==> src/rtl/segasys1_ioctl_if.sv <==
// Z80 I/O bus bundle between the main CPU side and segasys1_ioctl.
// The CPU side (master) drives the strobes/address/data; the I/O block (slave) returns IODO/IOCS.
interface segasys1_ioctl_if;
  logic       CPUCE;
  logic [7:0] CPUAD;
  logic [7:0] CPUDO;
  logic       IORQ;
  logic       M1;
  logic       RD;
  logic       WR;
  logic [7:0] IODO;
  logic       IOCS;

  modport master (output CPUCE, CPUAD, CPUDO, IORQ, M1, RD, WR, input IODO, IOCS);
  modport slave  (input CPUCE, CPUAD, CPUDO, IORQ, M1, RD, WR, output IODO, IOCS);
endinterface

==> src/rtl/segasys1_ioctl.sv <==
// System 1 main-CPU I/O controller: port/DIP read mux, video latch, sound FIFO, VBLANK IRQ.
// Optional frame watchdog (WDRST output) enabled by defining SEGASYS1_IO_WATCHDOG_EN.
module segasys1_ioctl #(
  parameter int         NUM_INP   = 3,
  parameter int         NUM_DSW   = 2,
  parameter logic [7:0] DSW_BASE  = 8'h0C,
  parameter logic [7:0] SND_PORT  = 8'h18,
  parameter logic [7:0] VID_PORT  = 8'h19,
  parameter logic [7:0] STAT_PORT = 8'h1A,
  parameter int         SND_DEPTH = 4,
  parameter int         IRQ_HOLD  = 64
`ifdef SEGASYS1_IO_WATCHDOG_EN
  , parameter int       WDOG_FRAMES = 32
`endif
) (
  input  logic                 CLK48M,
  input  logic                 RESETn,
  segasys1_ioctl_if.slave      bus,
  input  logic [NUM_INP*8-1:0] INP,
  input  logic [NUM_DSW*8-1:0] DSW,
  input  logic                 VBLK,
  output logic                 IRQ,
  output logic [7:0]           VIDMODE,
  output logic [7:0]           SNDCMD,
  output logic                 SNDRQ,
  input  logic                 SNDACK,
  output logic                 dbg_wr_armed
`ifdef SEGASYS1_IO_WATCHDOG_EN
  , output logic               WDRST
`endif
);
  localparam int PW = $clog2(SND_DEPTH);
  localparam int CW = PW + 1;
  localparam int IW = $clog2(IRQ_HOLD + 1);

  typedef enum logic {WR_ARMED = 1'b0, WR_DONE = 1'b1} wr_state_t;
  wr_state_t wr_state_q, wr_state_d;

  logic [4:0]    a5;
  logic          unused_ad;
  logic          rd_cycle, commit, ack, stat_hit, rd_hit;
  logic [7:0]    rd_data, status;
  logic [7:0]    mem_q [SND_DEPTH];
  logic [7:0]    mem_d [SND_DEPTH];
  logic [PW-1:0] wr_ptr_q, wr_ptr_d, rd_ptr_q, rd_ptr_d;
  logic [CW-1:0] cnt_q, cnt_d;
  logic [4:0]    cnt5;
  logic          ovf_q, ovf_d, fifo_full, push_req, push, pop;
  logic [7:0]    cmd_q, cmd_d, vid_q, vid_d;
  logic [2:0]    vs_q, vs_d;
  logic          vblk_rise, irq_q, irq_d;
  logic [IW-1:0] icnt_q, icnt_d;

  assign a5        = bus.CPUAD[4:0];
  assign unused_ad = ^bus.CPUAD[7:5];
  assign rd_cycle  = bus.IORQ & bus.RD & ~bus.M1;
  assign commit    = bus.CPUCE & bus.IORQ & bus.WR & ~bus.M1 & (wr_state_q == WR_ARMED);
  assign ack       = bus.CPUCE & bus.IORQ & bus.M1;

  // Read mux: input ports outrank DIP ports, which outrank the status port.
  always_comb begin
    rd_hit   = 1'b0;
    rd_data  = 8'hFF;
    stat_hit = 1'b0;
    if (rd_cycle) begin
      for (int k = 0; k < NUM_INP; k++) begin
        if (!rd_hit && a5[4:2] == 3'(k)) begin
          rd_hit  = 1'b1;
          rd_data = INP[k*8 +: 8];
        end
      end
      for (int j = 0; j < NUM_DSW; j++) begin
        if (!rd_hit && a5 == 5'(DSW_BASE + 8'(j))) begin
          rd_hit  = 1'b1;
          rd_data = DSW[j*8 +: 8];
        end
      end
      if (!rd_hit && a5 == STAT_PORT[4:0]) begin
        rd_hit   = 1'b1;
        stat_hit = 1'b1;
        rd_data  = status;
      end
    end
  end

  assign bus.IODO = rd_data;
  assign bus.IOCS = rd_hit;

  // One commit per bus cycle: re-arm only once IORQ or WR has dropped on a CPUCE.
  always_comb begin
    wr_state_d = wr_state_q;
    if (bus.CPUCE) begin
      if (commit)                      wr_state_d = WR_DONE;
      else if (!bus.IORQ || !bus.WR)   wr_state_d = WR_ARMED;
    end
  end

  // Sound handshake: SNDRQ is valid while the FIFO holds data; SNDACK is a
  // one-cycle pop strobe honoured only while SNDRQ is high.
  always_comb begin
    fifo_full = (cnt_q == CW'(SND_DEPTH));
    push_req  = commit && (a5 == SND_PORT[4:0]);
    pop       = SNDACK && (cnt_q != '0);
    push      = push_req && (!fifo_full || pop);
    mem_d     = mem_q;
    wr_ptr_d  = wr_ptr_q;
    rd_ptr_d  = rd_ptr_q;
    ovf_d     = ovf_q;
    cmd_d     = cmd_q;
    vid_d     = vid_q;
    if (commit && a5 == VID_PORT[4:0]) vid_d = bus.CPUDO;
    if (push) begin
      mem_d[wr_ptr_q] = bus.CPUDO;
      wr_ptr_d        = wr_ptr_q + 1'b1;
    end
    if (pop) rd_ptr_d = rd_ptr_q + 1'b1;
    cnt_d = cnt_q + CW'(push) - CW'(pop);
    if (bus.CPUCE && stat_hit) ovf_d = 1'b0;
    if (push_req && !push)     ovf_d = 1'b1;
    // The new head may be the byte being written this cycle, not yet in mem_q.
    if (cnt_d != '0) cmd_d = (push && rd_ptr_d == wr_ptr_q) ? bus.CPUDO : mem_q[rd_ptr_d];
  end

  assign cnt5   = 5'(cnt_q);
  assign status = {(cnt5[4] ? 4'hF : cnt5[3:0]), irq_q, ovf_q, fifo_full, SNDRQ};

  always_comb begin
    vs_d      = {vs_q[1:0], VBLK};
    vblk_rise = vs_q[1] & ~vs_q[2];
    irq_d     = irq_q;
    icnt_d    = icnt_q;
    if (vblk_rise) begin
      irq_d  = 1'b1;
      icnt_d = IW'(IRQ_HOLD);
    end else if (ack) begin
      irq_d  = 1'b0;
      icnt_d = '0;
    end else if (irq_q && bus.CPUCE) begin
      icnt_d = icnt_q - 1'b1;
      if (icnt_q <= IW'(1)) begin
        irq_d  = 1'b0;
        icnt_d = '0;
      end
    end
  end

`ifdef SEGASYS1_IO_WATCHDOG_EN
  localparam int FW = $clog2(WDOG_FRAMES + 1);
  logic [FW-1:0] frm_q, frm_d;
  logic [4:0]    wdp_q, wdp_d;

  always_comb begin
    frm_d = frm_q;
    wdp_d = wdp_q;
    if (wdp_q != '0) wdp_d = wdp_q - 1'b1;
    if (commit && a5 == 5'h1B) begin
      frm_d = '0;
    end else if (vblk_rise) begin
      if (frm_q == FW'(WDOG_FRAMES - 1)) begin
        frm_d = '0;
        wdp_d = 5'd16;
      end else begin
        frm_d = frm_q + 1'b1;
      end
    end
  end

  always_ff @(posedge CLK48M) begin
    if (!RESETn) begin
      frm_q <= '0;
      wdp_q <= '0;
    end else begin
      frm_q <= frm_d;
      wdp_q <= wdp_d;
    end
  end

  assign WDRST = (wdp_q != '0);
`endif

  always_ff @(posedge CLK48M) begin
    if (!RESETn) begin
      wr_state_q <= WR_ARMED;
      for (int i = 0; i < SND_DEPTH; i++) mem_q[i] <= 8'h00;
      wr_ptr_q   <= '0;
      rd_ptr_q   <= '0;
      cnt_q      <= '0;
      ovf_q      <= 1'b0;
      cmd_q      <= 8'h00;
      vid_q      <= 8'h00;
      vs_q       <= '0;
      irq_q      <= 1'b0;
      icnt_q     <= '0;
    end else begin
      wr_state_q <= wr_state_d;
      mem_q      <= mem_d;
      wr_ptr_q   <= wr_ptr_d;
      rd_ptr_q   <= rd_ptr_d;
      cnt_q      <= cnt_d;
      ovf_q      <= ovf_d;
      cmd_q      <= cmd_d;
      vid_q      <= vid_d;
      vs_q       <= vs_d;
      irq_q      <= irq_d;
      icnt_q     <= icnt_d;
    end
  end

  assign IRQ          = irq_q;
  assign VIDMODE      = vid_q;
  assign SNDCMD       = cmd_q;
  assign SNDRQ        = (cnt_q != '0);
  assign dbg_wr_armed = (wr_state_q == WR_ARMED);
endmodule

==> src/flat_wrapper.sv <==
// flat-port wrapper written by rule: the top's interface ports become plain ports
module segasys1_ioctl_flat 
#(
  parameter int         NUM_INP   = 3,
  parameter int         NUM_DSW   = 2,
  parameter logic [7:0] DSW_BASE  = 8'h0C,
  parameter logic [7:0] SND_PORT  = 8'h18,
  parameter logic [7:0] VID_PORT  = 8'h19,
  parameter logic [7:0] STAT_PORT = 8'h1A,
  parameter int         SND_DEPTH = 4,
  parameter int         IRQ_HOLD  = 64

)
  (CLK48M, RESETn, INP, DSW, VBLK, IRQ, VIDMODE, SNDCMD, SNDRQ, SNDACK, dbg_wr_armed, bus_CPUCE, bus_CPUAD, bus_CPUDO, bus_IORQ, bus_M1, bus_RD, bus_WR, bus_IODO, bus_IOCS);
  segasys1_ioctl_if bus_i ();
  input  logic CLK48M;
  input  logic RESETn;
  input  logic [NUM_INP*8-1:0] INP;
  input  logic [NUM_DSW*8-1:0] DSW;
  input  logic VBLK;
  output logic IRQ;
  output logic [7:0] VIDMODE;
  output logic [7:0] SNDCMD;
  output logic SNDRQ;
  input  logic SNDACK;
  output logic dbg_wr_armed;
  input wire logic [$bits(bus_i.CPUCE)-1:0] bus_CPUCE;
  input wire logic [$bits(bus_i.CPUAD)-1:0] bus_CPUAD;
  input wire logic [$bits(bus_i.CPUDO)-1:0] bus_CPUDO;
  input wire logic [$bits(bus_i.IORQ)-1:0] bus_IORQ;
  input wire logic [$bits(bus_i.M1)-1:0] bus_M1;
  input wire logic [$bits(bus_i.RD)-1:0] bus_RD;
  input wire logic [$bits(bus_i.WR)-1:0] bus_WR;
  output wire logic [$bits(bus_i.IODO)-1:0] bus_IODO;
  output wire logic [$bits(bus_i.IOCS)-1:0] bus_IOCS;
  assign bus_i.CPUCE = bus_CPUCE;
  assign bus_i.CPUAD = bus_CPUAD;
  assign bus_i.CPUDO = bus_CPUDO;
  assign bus_i.IORQ = bus_IORQ;
  assign bus_i.M1 = bus_M1;
  assign bus_i.RD = bus_RD;
  assign bus_i.WR = bus_WR;
  assign bus_IODO = bus_i.IODO;
  assign bus_IOCS = bus_i.IOCS;
  segasys1_ioctl #(.NUM_INP(NUM_INP), .NUM_DSW(NUM_DSW), .DSW_BASE(DSW_BASE), .SND_PORT(SND_PORT), .VID_PORT(VID_PORT), .STAT_PORT(STAT_PORT), .SND_DEPTH(SND_DEPTH), .IRQ_HOLD(IRQ_HOLD)) u_core (.CLK48M(CLK48M), .RESETn(RESETn), .bus(bus_i), .INP(INP), .DSW(DSW), .VBLK(VBLK), .IRQ(IRQ), .VIDMODE(VIDMODE), .SNDCMD(SNDCMD), .SNDRQ(SNDRQ), .SNDACK(SNDACK), .dbg_wr_armed(dbg_wr_armed));
endmodule
==> config.mk <==
export PLATFORM = sky130hd
export DESIGN_NAME = segasys1_ioctl_flat
export DESIGN_NICKNAME = d
export VERILOG_FILES = /design/src/rtl/segasys1_ioctl_if.sv /design/src/rtl/segasys1_ioctl.sv /design/src/flat_wrapper.sv
export SDC_FILE = /design/constraint.sdc
export NUM_CORES = 1
export LEC_CHECK = 0
export ABC_AREA = 1
export BUFFER_PORTS_ARGS = -buffer_cell sky130_fd_sc_hd__buf_2
export CORE_MARGIN = 1.5
export CORE_UTILIZATION = 43
export DETAILED_ROUTE_END_ITERATION = 6
export PLACE_DENSITY = 0.72
export SETUP_SLACK_MARGIN = 0.4
export SKIP_CTS_REPAIR_TIMING = 1
export SLEW_MARGIN = 25
export SYNTH_ARGS = -nofsm -noshare
export SYNTH_HDL_FRONTEND = slang
export SYNTH_SLANG_ARGS = --single-unit
==> constraint.sdc <==
create_clock -name CLK48M -period 7.5 [get_ports CLK48M]
set_input_delay 1.5 -clock CLK48M [delete_from_list [all_inputs] [get_ports CLK48M]]
set_output_delay 1.5 -clock CLK48M [all_outputs]
set_load 0.005 [all_outputs]
## Word-level counts from Yosys, hierarchy flattened

Index checks and enable logic that the tools add are counted.

- Magnitude comparators: 4
- Bitwise operators: 14
- Mux-type cells: 41
- Eq/ne operators: 9
- Reductions and logical operators: 35
- Add/sub/neg operators: 5

Operators with widths:

| operator | number |
|---|---|
| 8-bit 2-to-1 mux | 11 |
| 32-bit bitwise mux | 1 |
| 7-bit 2-to-1 mux | 4 |
| 1-bit 2-to-1 mux | 22 |
| 8-bit binary-select mux with 2-bit select | 1 |
| 8-bit demux with 2-bit select | 1 |
| 5-bit == test (second input constant) | 3 |
| 1-bit logical AND | 14 |
| 3-bit nonzero test | 4 |
| 5-bit by 4-bit == test with 1-bit output (second input constant) | 2 |
| 1-bit zero test | 9 |
| 1-bit bitwise AND | 8 |
| 7-bit by 1-bit <= comparator with 1-bit output (second input constant) | 1 |
| 7-bit by 1-bit subtractor with 7-bit output (second input constant) | 1 |
| 3-bit greater-or-equal comparator (second input constant) | 2 |
| 2-bit NOT with 3-bit output | 2 |
| 2-bit by 1-bit adder with 2-bit output (second input constant) | 2 |
| 1-bit NOT | 4 |
| 2-bit AND reduction | 2 |
| 2-bit nonzero test | 2 |
| 3-bit by 1-bit adder with 3-bit output | 1 |
| 3-bit by 1-bit == test with 1-bit output (second input constant) | 1 |
| 3-bit by 2-bit == test with 1-bit output (second input constant) | 1 |
| 3-bit == test (second input constant) | 1 |
| 7 further kinds | 8 |

- Register bits: 68
- Logic and storage cells: 123
- Output and inout port bits: 28
- Input port bits: 65

## Logic depth before layout (Yosys ltp)

- Word-level depth: 26
- Mapped depth: 16
- Gate-level depth less buffers: 15

## Least setup slack after synthesis

No wires, ideal clock.

- Path type: input to output
- Start point: input bus_CPUAD[2]
- End point: output bus_IODO[0]
- Path slack: 3.730 ns
- Arrival time: 2.270 ns
- Stages on the path: 7
- Required time: 6.000 ns
- Buffers on the path: 1
- Cell sequence: inv_2 nand2_1 nor2_2 nand3_1 buf_2 o21ai_0 o41ai_1

- Cells in the longest elaborated chain, start to end: 23
- Elaborated cells between the ends (all ways): 33

Ends and longest elaborated chain:

| item | RTL line | source |
|---|---|---|
| start: declaration | flat_wrapper.sv:28 | `input wire logic [$bits(bus_i.CPUAD)-1:0] bus_CPUAD;` |
| 3-bit zero test | segasys1_ioctl.sv:67 | `if (!rd_hit && a5[4:2] == 3'(k)) begin` |
| 1-bit 2-to-1 mux | segasys1_ioctl.sv:67 |  |
| 1-bit 2-to-1 mux | segasys1_ioctl.sv:65 | `if (rd_cycle) begin` |
| 1-bit zero test | segasys1_ioctl.sv:67 |  |
| 1-bit logical AND | segasys1_ioctl.sv:67 |  |
| 1-bit 2-to-1 mux | segasys1_ioctl.sv:67 |  |
| 1-bit 2-to-1 mux | segasys1_ioctl.sv:65 |  |
| 1-bit zero test | segasys1_ioctl.sv:67 |  |
| [7 not listed] | n/a |  |
| 1-bit zero test | segasys1_ioctl.sv:73 | `if (!rd_hit && a5 == 5'(DSW_BASE + 8'(j))) begin` |
| 1-bit logical AND | segasys1_ioctl.sv:73 |  |
| 1-bit 2-to-1 mux | segasys1_ioctl.sv:73 |  |
| 1-bit 2-to-1 mux | segasys1_ioctl.sv:65 |  |
| 1-bit zero test | segasys1_ioctl.sv:78 | `if (!rd_hit && a5 == STAT_PORT[4:0]) begin` |
| 1-bit logical AND | segasys1_ioctl.sv:78 |  |
| 8-bit 2-to-1 mux * | segasys1_ioctl.sv:78 |  |
| 8-bit 2-to-1 mux * | segasys1_ioctl.sv:65 |  |
| end: declaration | flat_wrapper.sv:34 | `output wire logic [$bits(bus_i.IODO)-1:0] bus_IODO;` |

Mark *: on every way between the ends. The rest lies on a longest branch, timed or not. The select of a mux whose other input is x is not followed.

## Worst setup path in the final report

- Start point: input bus_CPUAD[2]
- End point: output bus_IODO[4]

Same word-level chain as after synthesis.

==> results_dict.tcl <==
set metrics [dict create \
    hpwl_um 7079 \
    holdWs_ns 0.4216 \
    min_period_over_period_pct 58.81 \
    ant_nets 0 \
    drv_cap 0 \
    crit_top_cell "buf_2" \
    setup_tns_ns 0 \
    wl_met3_um 709 \
    layout_common_cells "89 x buf_2, 84 x nor2_1, 81 x nand2_1" \
    cts-htree-levels 3 \
    drc_errors 0 \
    nets 699 \
    num_antenna_cells 0 \
    dr_total_vias 3774 \
    root_buffer "clkbuf_8" \
    fmax_ghz 0.2267 \
    vdd_ir_drop_max_mv 0.1361 \
    cts_buffer_depth 2 \
    r2r-start "u_core.cnt_q[1]" \
    syn_inst 540 \
    antenna_found_initial 0 \
    crit_path_end_kind "output pin" \
    power.leakage_nw 2.183 \
    grt_start_max_net_pins 56 \
    path_buf_inv 4 \
    synth_cell_type_count 38 \
    drive_gt1_share_pct 22.22 \
    slowest_stage "nand3_1" \
    cts_tree "built" \
    crit_fanout 12 \
    clkSinkCount 68 \
    drt_iter0_drc 165 \
    min-delay-start "u_core.vs_q[0]" \
    avgSynthCellArea_um2 6.972 \
    hold_viol_final 0 \
    power_density_mw_per_mm2 268.7 \
    die-area_mm2 0.009326 \
    worstMarginPinSlew_ns 0.7830 \
    clock_latency_ns 0.35 \
    die_w_um 96.57 \
    vias_per_cell 5.135 \
    path_clk_slew_ns 0.08 \
    wirelength_um 9511 \
    path_class "in -> out" \
    clock_skew_ns 0.01283 \
    dieHeight_um 96.57 \
    crit_chain "buf_2 > inv_2 > nand2_1 > nor2_2 > nand3_1 > inv_1 > a21oi_1 > o41ai_1 > buf_2" \
    syn_area_mm2 0.003765 \
    setup_viol 0 \
    core.rowCount 33 \
    grt_pass1_wl_um 14800 \
    start_kind "primary input" \
    core_area_mm2 0.008341 \
    ys_warn_count 0 \
    io_pins 93 \
    critPathRequiredTime_ns 6.00 \
    syn_to_final_growth_pct 18.41 \
    wl_met1_um 3956 \
    overflow 0 \
    ys_seq_area_share_pct 36.16 \
    worst_hold_path_type "reg -> reg" \
    finalMaxSlewViolations 0 \
    min_period_ns 4.411 \
    met2WireLength_um 4692 \
    grt_usage_pct 20.45 \
    maxSlewHeadroom_pct 47.80 \
    syn_nets 614 \
    wl_per_cell_um 12.94 \
    highest_layer "met4" \
    io_buffer_count 89 \
    place.gp.congestion 0.8185 \
    layout_commonest_cell "buf_2" \
    critical_path.max_stage_delay_ns 0.32 \
    ys_seq_elements 68 \
    outcome "completed" \
    cts_buffers 9 \
    firstDrtPassIters 5 \
    rsz0062_at_grt "no" \
    fillers 837 \
    path_delay_family "buffers and inverters" \
    startpoint "bus_CPUAD[2]" \
    arrival_ns 2.91 \
    start_util_pct 45.14 \
    grt_pass1_vias 3439 \
]
-- kinds of logic (layout without fill, tap and decap cells) --
| family | after synthesis | after routing | synth area share, % |
|---|---|---|---|
| compound gates | 114 | 114 | 16.38 |
| xor+xnor | 4 | 4 | 0.9307 |
| fa+ha+maj | 9 | 9 | 3.191 |
| buf+inv | 87 | 177 | 10.04 |
| flops | 68 | 68 | 36.16 |
| simple gates | 258 | 258 | 33.30 |
-- state kept, by name (all words and copies together), names as in the netlist, 2 cells and up --
register / count
u_core.mem_q: 32
u_core.SNDCMD: 8
u_core.VIDMODE: 8
u_core.icnt_q: 7
u_core.cnt_q: 3
u_core.vs_q: 3
u_core.rd_ptr_q: 2
u_core.wr_ptr_q: 2
-- power by group --
| group | switching (mW) | internal [mW] | leakage [nW] |
|---|---|---|---|
| registers | 0.0175 | 0.388 | 0.551 |
| clock network | 0.152 | 0.189 | 0.114 |
| logic | 0.290 | 0.161 | 1.52 |
| total | 0.459 | 0.738 | 2.18 |
-- path summary, 6_finish.rpt --
kind | to | slack [ns] | cells past startpoint
min | u_core.vs_q[1] | 0.42 | 2
max reg2reg | u_core.SNDCMD[2] | 4.78 | 13
max | bus_IODO[4] | 3.09 | 9
min reg2reg | u_core.vs_q[1] | 0.42 | 2
-- stage by stage --
step           setup slack [ns]  util, %  total power, mW  instances  cell area [um^2]
4_1_cts                   3.117    53.45            1.209        735              4458
5_1_grt                   2.984    53.45            1.293        735              4458
3_5_place_dp              3.124    50.77           0.8643        719              4234
3_3_place_gp              3.147    50.77           0.8528        719              4234
2_1_floorplan             3.730        -           0.7679        540              3765
6_report                  3.089    53.45            1.198        735              4458
-- synth_stat cells, drive strengths merged --
| library cell | count | area share [%] |
|---|---|---|
| clkbuf | 5 | 0.50 |
| nor2 | 92 | 11 |
| o31ai | 1 | 0.20 |
| nand2 | 97 | 12 |
| nor4 | 1 | 0.17 |
| o21ai | 62 | 8.2 |
| o22ai | 8 | 1.3 |
| buf | 10 | 2.4 |
| xnor2 | 1 | 0.23 |
| o2111ai | 1 | 0.23 |
| dfxtp | 68 | 36 |
| xor2 | 3 | 0.70 |
| nand4 | 3 | 0.66 |
| clkinv | 2 | 0.20 |
| a21oi | 33 | 4.4 |
| inv | 70 | 7.0 |
| nand3b | 10 | 2.1 |
| fa | 1 | 0.53 |
| o21a | 1 | 0.20 |
| o211ai | 2 | 0.40 |
| o41ai | 6 | 1.4 |
| nand3 | 50 | 7.2 |
| nor3 | 5 | 0.66 |
| ha | 8 | 2.7 |
-- layer usage --
metal  vias up  global-route usage (%)
met5         -                       0
met4         0                   8.454
met3        18                   4.147
met2       121                   38.11
met1      1699                   22.33
li1       1936                       -
-- area by class of cell --
type	count	area [um^2]	share of cell area [%]
Clock buffer	9	123.9	2.779
Clock inverter	7	100.1	2.245
Inverter	72	270.3	6.062
Multi-Input combinational cell	385	2026	45.44
Sequential cell	68	1361	30.54
Tap cell	105	131.4	2.947
Timing Repair Buffer	89	445.4	9.992
-- worst min-delay path, delay by kind of cell (launching register included) --
kind | cells | cell delay (ns)
AND/OR/NAND/NOR | 1 | 0.05
flip-flops | 1 | 0.32
buffers and inverters | 1 | 0.04
(Power assumes the default switching activity.)
